File: src/rtl/iob_fifo_wr_arb_if.sv
// Requester-side and FIFO-write-side signals of the write arbiter.
// The arbiter connects through the slave modport; the requesters and FIFO connect through master.
interface iob_fifo_wr_arb_if #(
  parameter int N_REQ  = 4,
  parameter int DATA_W = 32
);
  logic [N_REQ-1:0]        req_valid_i;
  logic [N_REQ*DATA_W-1:0] req_data_i;
  logic [N_REQ-1:0]        req_last_i;
  logic [N_REQ-1:0]        req_ready_o;
  logic                    w_en_o;
  logic [DATA_W-1:0]       w_data_o;
  logic                    w_full_i;
  logic [N_REQ-1:0]        grant_o;
  logic                    busy_o;
  logic [N_REQ-1:0]        ovf_o;

  modport master (
    output req_valid_i, req_data_i, req_last_i, w_full_i,
    input  req_ready_o, w_en_o, w_data_o, grant_o, busy_o, ovf_o
  );

  modport slave (
    input  req_valid_i, req_data_i, req_last_i, w_full_i,
    output req_ready_o, w_en_o, w_data_o, grant_o, busy_o, ovf_o
  );
endinterface

File: src/rtl/iob_fifo_wr_arb.sv
// Round-robin packet arbiter feeding one sync FIFO write port from N_REQ requesters.
// A grant is held for a whole packet, or until MAX_BEATS beats force a release.
module iob_fifo_wr_arb #(
  parameter int N_REQ     = 4,
  parameter int DATA_W    = 32,
  parameter int MAX_BEATS = 16
) (
  input logic               clk_i,
  input logic               rst_i,
  input logic               cke_i,
  iob_fifo_wr_arb_if.slave  bus
);
  localparam int IDX_W = $clog2(N_REQ);
  localparam int SUM_W = IDX_W + 1;
  localparam int CNT_W = $clog2(MAX_BEATS + 1);
  localparam logic [CNT_W-1:0] CNT_LAST = CNT_W'(MAX_BEATS - 1);
  localparam logic [IDX_W-1:0] IDX_MAX  = IDX_W'(N_REQ - 1);

  typedef enum logic {IDLE, BURST} state_t;

  state_t             state, state_nxt;
  logic [IDX_W-1:0]   rr_ptr, rr_ptr_nxt, gidx, gidx_nxt, pick_idx;
  logic [N_REQ-1:0]   grant, grant_nxt, ovf, ovf_nxt, ready;
  logic [CNT_W-1:0]   beat_cnt, beat_cnt_nxt;
  logic [SUM_W-1:0]   cand;
  logic               pick_vld, accept, beat_last;

  // Scanning offsets downward leaves the nearest valid requester at or above rr_ptr.
  always_comb begin
    pick_vld = 1'b0;
    pick_idx = rr_ptr;
    cand     = '0;
    for (int i = N_REQ - 1; i >= 0; i--) begin
      cand = {1'b0, rr_ptr} + SUM_W'(i);
      if (cand >= SUM_W'(N_REQ)) cand = cand - SUM_W'(N_REQ);
      if (bus.req_valid_i[cand[IDX_W-1:0]]) begin
        pick_vld = 1'b1;
        pick_idx = cand[IDX_W-1:0];
      end
    end
  end

  // Reset and clock-enable gate ready so no beat slips through a frozen or resetting cycle.
  always_comb begin
    ready = '0;
    if (state == BURST && !rst_i) ready[gidx] = cke_i & ~bus.w_full_i;
  end

  assign accept          = bus.req_valid_i[gidx] & ready[gidx];
  assign beat_last       = bus.req_last_i[gidx];
  assign bus.req_ready_o = ready;
  assign bus.w_en_o      = accept;
  assign bus.w_data_o    = bus.req_data_i[int'(gidx)*DATA_W +: DATA_W];
  assign bus.grant_o     = grant;
  assign bus.busy_o      = (state == BURST);
  assign bus.ovf_o       = ovf;

  always_comb begin
    state_nxt    = state;
    grant_nxt    = grant;
    gidx_nxt     = gidx;
    rr_ptr_nxt   = rr_ptr;
    beat_cnt_nxt = beat_cnt;
    ovf_nxt      = ovf;
    case (state)
      IDLE: begin
        if (pick_vld) begin
          state_nxt    = BURST;
          gidx_nxt     = pick_idx;
          grant_nxt    = N_REQ'(1) << pick_idx;
          beat_cnt_nxt = '0;
        end
      end
      BURST: begin
        if (accept) begin
          beat_cnt_nxt = beat_cnt + 1'b1;
          if (beat_last || beat_cnt == CNT_LAST) begin
            state_nxt  = IDLE;
            grant_nxt  = '0;
            rr_ptr_nxt = (gidx == IDX_MAX) ? '0 : gidx + 1'b1;
            if (!beat_last) ovf_nxt[gidx] = 1'b1;
          end
        end
      end
      default: state_nxt = IDLE;
    endcase
  end

  always_ff @(posedge clk_i) begin
    if (rst_i) begin
      state    <= IDLE;
      grant    <= '0;
      gidx     <= '0;
      rr_ptr   <= '0;
      beat_cnt <= '0;
      ovf      <= '0;
    end else if (cke_i) begin
      state    <= state_nxt;
      grant    <= grant_nxt;
      gidx     <= gidx_nxt;
      rr_ptr   <= rr_ptr_nxt;
      beat_cnt <= beat_cnt_nxt;
      ovf      <= ovf_nxt;
    end
  end
endmodule

File: src/flat_wrapper.sv
// flat-port wrapper written by rule: the top's interface ports become plain ports
module iob_fifo_wr_arb_flat 
#(
  parameter int N_REQ     = 4,
  parameter int DATA_W    = 32,
  parameter int MAX_BEATS = 16
)
  (clk_i, rst_i, cke_i, bus_req_valid_i, bus_req_data_i, bus_req_last_i, bus_w_full_i, bus_req_ready_o, bus_w_en_o, bus_w_data_o, bus_grant_o, bus_busy_o, bus_ovf_o);
  iob_fifo_wr_arb_if #(.N_REQ(N_REQ), .DATA_W(DATA_W)) bus_i ();
  input logic clk_i;
  input logic rst_i;
  input logic cke_i;
  input wire logic [$bits(bus_i.req_valid_i)-1:0] bus_req_valid_i;
  input wire logic [$bits(bus_i.req_data_i)-1:0] bus_req_data_i;
  input wire logic [$bits(bus_i.req_last_i)-1:0] bus_req_last_i;
  input wire logic [$bits(bus_i.w_full_i)-1:0] bus_w_full_i;
  output wire logic [$bits(bus_i.req_ready_o)-1:0] bus_req_ready_o;
  output wire logic [$bits(bus_i.w_en_o)-1:0] bus_w_en_o;
  output wire logic [$bits(bus_i.w_data_o)-1:0] bus_w_data_o;
  output wire logic [$bits(bus_i.grant_o)-1:0] bus_grant_o;
  output wire logic [$bits(bus_i.busy_o)-1:0] bus_busy_o;
  output wire logic [$bits(bus_i.ovf_o)-1:0] bus_ovf_o;
  assign bus_i.req_valid_i = bus_req_valid_i;
  assign bus_i.req_data_i = bus_req_data_i;
  assign bus_i.req_last_i = bus_req_last_i;
  assign bus_i.w_full_i = bus_w_full_i;
  assign bus_req_ready_o = bus_i.req_ready_o;
  assign bus_w_en_o = bus_i.w_en_o;
  assign bus_w_data_o = bus_i.w_data_o;
  assign bus_grant_o = bus_i.grant_o;
  assign bus_busy_o = bus_i.busy_o;
  assign bus_ovf_o = bus_i.ovf_o;
  iob_fifo_wr_arb #(.N_REQ(N_REQ), .DATA_W(DATA_W), .MAX_BEATS(MAX_BEATS)) u_core (.clk_i(clk_i), .rst_i(rst_i), .cke_i(cke_i), .bus(bus_i));
endmodule
File: config.mk
export PLATFORM = sky130hd
export DESIGN_NAME = iob_fifo_wr_arb_flat
export DESIGN_NICKNAME = d
export VERILOG_FILES = /design/src/rtl/iob_fifo_wr_arb_if.sv /design/src/rtl/iob_fifo_wr_arb.sv /design/src/flat_wrapper.sv
export SDC_FILE = /design/constraint.sdc
export NUM_CORES = 1
export LEC_CHECK = 0
export CAP_MARGIN = 20
export CORE_MARGIN = 4
export CORE_UTILIZATION = 29
export CTS_CLUSTER_DIAMETER = 60
export CTS_CLUSTER_SIZE = 8
export DETAILED_ROUTE_END_ITERATION = 12
export GPL_ROUTABILITY_DRIVEN = 0
export GPL_TIMING_DRIVEN = 0
export PLACE_DENSITY = 0.91
export SKIP_LAST_GASP = 1
export SYNTH_ARGS = -nofsm -noshare
export SYNTH_HDL_FRONTEND = slang
export SYNTH_SLANG_ARGS = --single-unit
File: constraint.sdc
create_clock -name clk_i -period 3 [get_ports clk_i]
set_input_delay 0.3 -clock clk_i [delete_from_list [all_inputs] [get_ports clk_i]]
set_output_delay 0.3 -clock clk_i [all_outputs]
set_load 0.01 [all_outputs]
======== Yosys cells after proc, flatten, opt, wreduce, memory -nomap -nowiden ========
Index checks and enable logic that the tools add are counted.
cells by class
  bitwise gates (word level) .............. 7
  eq/ne operators ......................... 5
  multiplexer cells ....................... 41
  reduce and logical (&&, ||, !) cells .... 9
  order comparisons ....................... 10
  $add $sub $neg .......................... 9
  shift operators ......................... 2
operator list
  cell                 count
  $shiftx 128x8->32    1
  $mux 2               9
  $mux 4               4
  $lt 2x3->1 const B   5
  $mux 1               15
  $bmux 1 s2           7
  $mux 5               2
  $pmux 5 s2           1
  $ge 3x3->1 const B   3
  $pmux 4 s2           1
  $reduce_and 4->1     2
  $sub 2x1->2 const B  4
  $add 2x2->3 const B  2
  $reduce_and 3->1     2
  $add 5x1->5 const B  1
  $eq 5x4->1 const B   1
  $reduce_and 5->1     1
  $and 4x4->4          1
  $ne 2x2->1 const B   2
  $or 4x4->4           1
  $shl 1x2->4 const A  1
  $add 2x1->3 const B  1
  $ge 2x3->1 const B   1
  $not 1->1            3
  10 further kinds     12
word-level totals
  flip-flop bits (word level) ............. 18

======== Logic depth before layout (Yosys ltp) ========
  depth in word-level cells ............... 12
  depth in mapped cells ................... 8

======== Least setup slack after synthesis ========
No wires, ideal clock.
  path kind ............................... reg2reg
  start ................................... reg u_core.gidx[0]
  end ..................................... reg u_core.grant[0] (netlist: u_core.bus.grant_o[0])
  cell stages (with the launch flop) ...... 9
  arrival ................................. 1958 ps
  path buffers ............................ 1
  setup time .............................. 117 ps
  clock period less this slack ............ 2075 ps
  setup slack ............................. 925 ps
  data required time ...................... 2883 ps
  cells stage by stage .................... dfxtp_1 buf_2 inv_1 ha_1 nand2_1 mux4_2 nor3_4 o2bb2ai_2 a22o_1
between the ends
  word-level cells in the longest chain between the ends .. 11
ends and longest elaborated chain
  element                                                         RTL line                source
  start: declaration                                              iob_fifo_wr_arb.sv:22   logic [IDX_W-1:0] rr_ptr, rr_ptr_nxt, gidx, gidx_nxt, pick_idx;
  start signal: assignment                                        iob_fifo_wr_arb.sv:100  gidx <= gidx_nxt;
  $lt 2x3->1 (not written as such) or $ge 2x1->1 (tied branches)  iob_fifo_wr_arb.sv:46   if (state == BURST && !rst_i) ready[gidx] = cke_i & ~bus.w_full_i;
  $logic_and 1x1->1 (not written as such)                         iob_fifo_wr_arb.sv:46
  $mux 1 (not written as such)                                    iob_fifo_wr_arb.sv:46
  $demux 1 s2                                                     --
  $and 4x4->4 (no source line)                                    --
  $mux 4                                                          iob_fifo_wr_arb.sv:46
  $bmux 1 s2                                                      iob_fifo_wr_arb.sv:49   assign accept = bus.req_valid_i[gidx] & ready[gidx];
  $mux 1 (not written as such)                                    iob_fifo_wr_arb.sv:49
  $and 1x1->1                                                     iob_fifo_wr_arb.sv:49
  $ne 2x2->1 (no source line)                                     --
  $reduce_and 4->1 (no source line) (*)                           --
  end signal: assignment                                          iob_fifo_wr_arb.sv:99   grant <= grant_nxt;
  end: declaration                                                iob_fifo_wr_arb.sv:23   logic [N_REQ-1:0] grant, grant_nxt, ovf, ovf_nxt, ready;
Mark *: on every way between the ends. The rest lies on a longest branch, timed or not. The select of a mux whose other input is x is not followed.
A chain may end at the register's enable or synchronous reset.

======== Worst setup path in the final report ========
  start ................................... reg u_core.gidx[0]
  end ..................................... out bus_w_en_o
between the ends
  word-level cells in the longest chain between the ends .. 9
ends and longest elaborated chain
  element                                                         RTL line               source
  $lt 2x3->1 (not written as such) or $ge 2x1->1 (tied branches)  iob_fifo_wr_arb.sv:46
  $logic_and 1x1->1 (not written as such)                         iob_fifo_wr_arb.sv:46
  $mux 1 (not written as such)                                    iob_fifo_wr_arb.sv:46
  $demux 1 s2                                                     --
  $and 4x4->4 (no source line)                                    --
  $mux 4                                                          iob_fifo_wr_arb.sv:46
  $bmux 1 s2                                                      iob_fifo_wr_arb.sv:49
  $mux 1 (not written as such)                                    iob_fifo_wr_arb.sv:49
  $and 1x1->1 (*)                                                 iob_fifo_wr_arb.sv:49
  end: declaration                                                flat_wrapper.sv:18     output wire logic [$bits(bus_i.w_en_o)-1:0] bus_w_en_o;
Marks and branches as above.

==> impl_metrics.tcl <==
set metrics [dict create \
    start_util_pct 29.7 \
    crit_path_max_fanout 9 \
    netSwitchingPower_w 0.000220 \
    antenna_found_initial 0 \
    num_io_pins 186 \
    hold_viol_final 0 \
    hpwl_mm 7.14 \
    avgViaCountPerCell 5.12 \
    synth-seq-area-share_pct 20.6 \
    layout_setup_ws_ps 182 \
    p_int_w 0.000667 \
    ant_nets 0 \
    num_antenna_cells 0 \
    yosys_warnings 0 \
    p_seq_share_pct 27.9 \
    synth.distinct_cells 35 \
    crit_required_ps 2700 \
    cp_top_family "buffers and inverters" \
    fp.dieArea_sq_um 7330 \
    cts_buffer_depth 2 \
    core_sq_um 5890 \
    dpl_cell_area_sq_um 3690 \
    via_count 2087 \
    stdcell_area_sq_um 3750 \
    endpoint_kind "output port" \
    grt_pass1_wl_mm 11.3 \
    dieWidth_um 85.6 \
    numCtsBuffers 3 \
    placementRows 28 \
    fin_nets 480 \
    grt_pass1_vias 2230 \
    synth_edf_count 0 \
    place_inst 404 \
    period_share_pct 93.9 \
    remaining_drc_errors 0 \
    cts_tree "built" \
    report.final.slew_viol_count 0 \
    routed_wirelength_mm 7.94 \
    crit_type "reg2out" \
    grt_overflow 0 \
    critPathSlowestCell "mux4_2" \
    maxCapViolations 0 \
    worstPathArrival_ps 2520 \
    syn_to_final_growth_pct 114 \
    setup_viol 0 \
    synth_nets 290 \
    clock_latency_ps 250 \
    cts_num_sinks 18 \
    syn_inst 144 \
    ctsRootBufferMaster "clkbuf_8" \
    worst_pin_slew_ps 594 \
    io_buffer_count 185 \
    clkTransAtPathRegs_ps 70 \
    fmax_ghz 0.355 \
    fin_skew_ps 2.09 \
    swShare_pct 24.8 \
    power_density_nw_per_um2 237 \
    comb_power_share_pct 49.8 \
    post-cts-setup-buffers 0 \
    rsz0062_at_grt "false" \
    stdcell_count 408 \
    grt_usage_pct 20.2 \
    cts_resized 0 \
    dp_worst_setup_slack_ps 385 \
    post_drt_wl_per_cell_um 19.4 \
    critPathBufInv 3 \
    status "finished clean" \
    drtPass1Iterations 4 \
    tns_ps 0 \
    slew_headroom_pct 59.9 \
    drt_iter0_drc 53 \
    ir_worst_vdd_v 0.000164 \
    drive_above_1_share_pct 14.7 \
    clockPowerShare_pct 22.2 \
    min_period_ps 2820 \
    leakagePower_nw 1.31 \
    hold_class "reg2reg" \
    worstPathCellList "buf_2, inv_1, ha_1, nand2_1, mux4_2, nor2_4, clkdlybuf4s50_1" \
    ys_ff_latch 18 \
    critPathLaunchType "flop" \
    synth.avg_cell_area_sq_um 12.1 \
    slowest_delay_ps 560 \
    reg2reg_slack_ps 670 \
    die_h_um 85.6 \
    ys.flop_type "dfxtp_1" \
    ctsHoldBuffers 0 \
    async_flop_share_pct 0 \
    grt_max_degree 11 \
    htree_levels 1 \
    syn_area_sq_um 1750 \
]
[flip-flops by register name (all words and copies together), names as in the netlist]
register,flops
u_core.beat_cnt,5
u_core.rr_ptr,2
u_core.bus.busy_o,1
u_core.gidx,2
u_core.bus.grant_o,4
u_core.bus.ovf_o,4
[per-stage QoR]
step | hold WS (ps) | util [%] | total power (W)
2_1_floorplan | 489 | - | 0.000398
3_3_place_gp | 453 | 62.8 | 0.000685
3_5_place_dp | 460 | 62.8 | 0.000696
4_1_cts | 479 | 63.7 | 0.000892
5_1_grt | 494 | 63.7 | 0.000926
6_report | 474 | 63.7 | 0.000887
[cell type report]
class	count	area [sq um]
multi-input cells	110	1320
fillers	453	2140
well taps	75	93.8
plain buffers	10	50.0
inverters	6	22.5
flip-flops and latches	18	360
repair buffers	185	1850
clock buffers	4	55.1
[cells in the final DEF, fill, tap and decap left out, types with 3 or more instances in the layout]
cell,Yosys,layout
nor2_1,10,10
mux2i_1,4,4
buf_2,4,4
dfxtp_1,18,18
a22o_1,6,6
mux4_2,34,34
and2_1,4,4
clkbuf_8,0,4
nor2b_1,4,4
nand2_1,6,6
nor3b_1,3,3
inv_1,5,5
clkdlybuf4s50_1,0,185
clkbuf_1,5,5
o21ai_0,3,3
nor3_1,6,6
ha_1,6,6
xnor2_1,3,3
[layer usage]
| metal | vias to the layer above | part of all wire, % | wire, um | GRT usage, % |
|---|---|---|---|---|
| met1 | 1012 | 33 | 2650 | 20.0 |
| met2 | 103 | 56 | 4470 | 41.0 |
| met3 | 10 | 8.9 | 705 | 5.67 |
| met4 | 0 | 1.4 | 109 | 4.03 |
| met5 | - | 0 | 0 | 0 |
| li1 | 962 | - | - | - |
[power by group through the flow]
| stage | Combinational, W | Clock (W) | Sequential (W) |
|---|---|---|---|
| CTS | 0.000445 | 0.000200 | 0.000248 |
| global route | 0.000465 | 0.000213 | 0.000248 |
| floorplan | 0.000144 | 0 | 0.000254 |
| global placement | 0.000432 | 0 | 0.000253 |
| detailed placement | 0.000443 | 0 | 0.000253 |
| finish | 0.000442 | 0.000197 | 0.000248 |
[cell usage after synthesis (all sizes together), types with 2 or more instances]
master	n	area [sq um]
o2bb2ai	3	32.5
dfxtp	18	360
and2	4	25.0
nor2	11	48.8
xnor2	3	26.3
buf	5	31.3
mux2i	4	40.0
mux4	34	766
and3b	2	17.5
nand2	6	22.5
o21ai	3	15.0
nor2b	4	25.0
nor3b	3	22.5
nand3	2	10.0
nor3	7	46.3
clkbuf	5	18.8
a21oi	2	10.0
a22o	6	52.6
inv	6	22.5
ha	6	75.1
[cells by family after synthesis]
logic type | after synthesis | synth area share [%]
buffers and inverters | 16 | 4.15
AO/OA/AOI/OAI | 19 | 8.88
XOR/XNOR | 3 | 1.50
AND/OR/NAND/NOR | 44 | 14.5
multiplexers | 38 | 46.1
adder cells (fa/ha/maj) | 6 | 4.29
flip-flops | 18 | 20.6
[path summary, 6_finish.rpt]
| check | cells past startpoint | end | startpoint |
|---|---|---|---|
| min | 1 | u_core.bus.grant_o[3] | u_core.bus.grant_o[3] |
| min reg2reg | 1 | u_core.bus.grant_o[3] | u_core.bus.grant_o[3] |
| max reg2reg | 8 | u_core.bus.grant_o[0] | u_core.gidx[0] |
| max | 7 | bus_w_en_o | u_core.gidx[0] |
No activity file was read; power rests on OpenSTA's default activity.
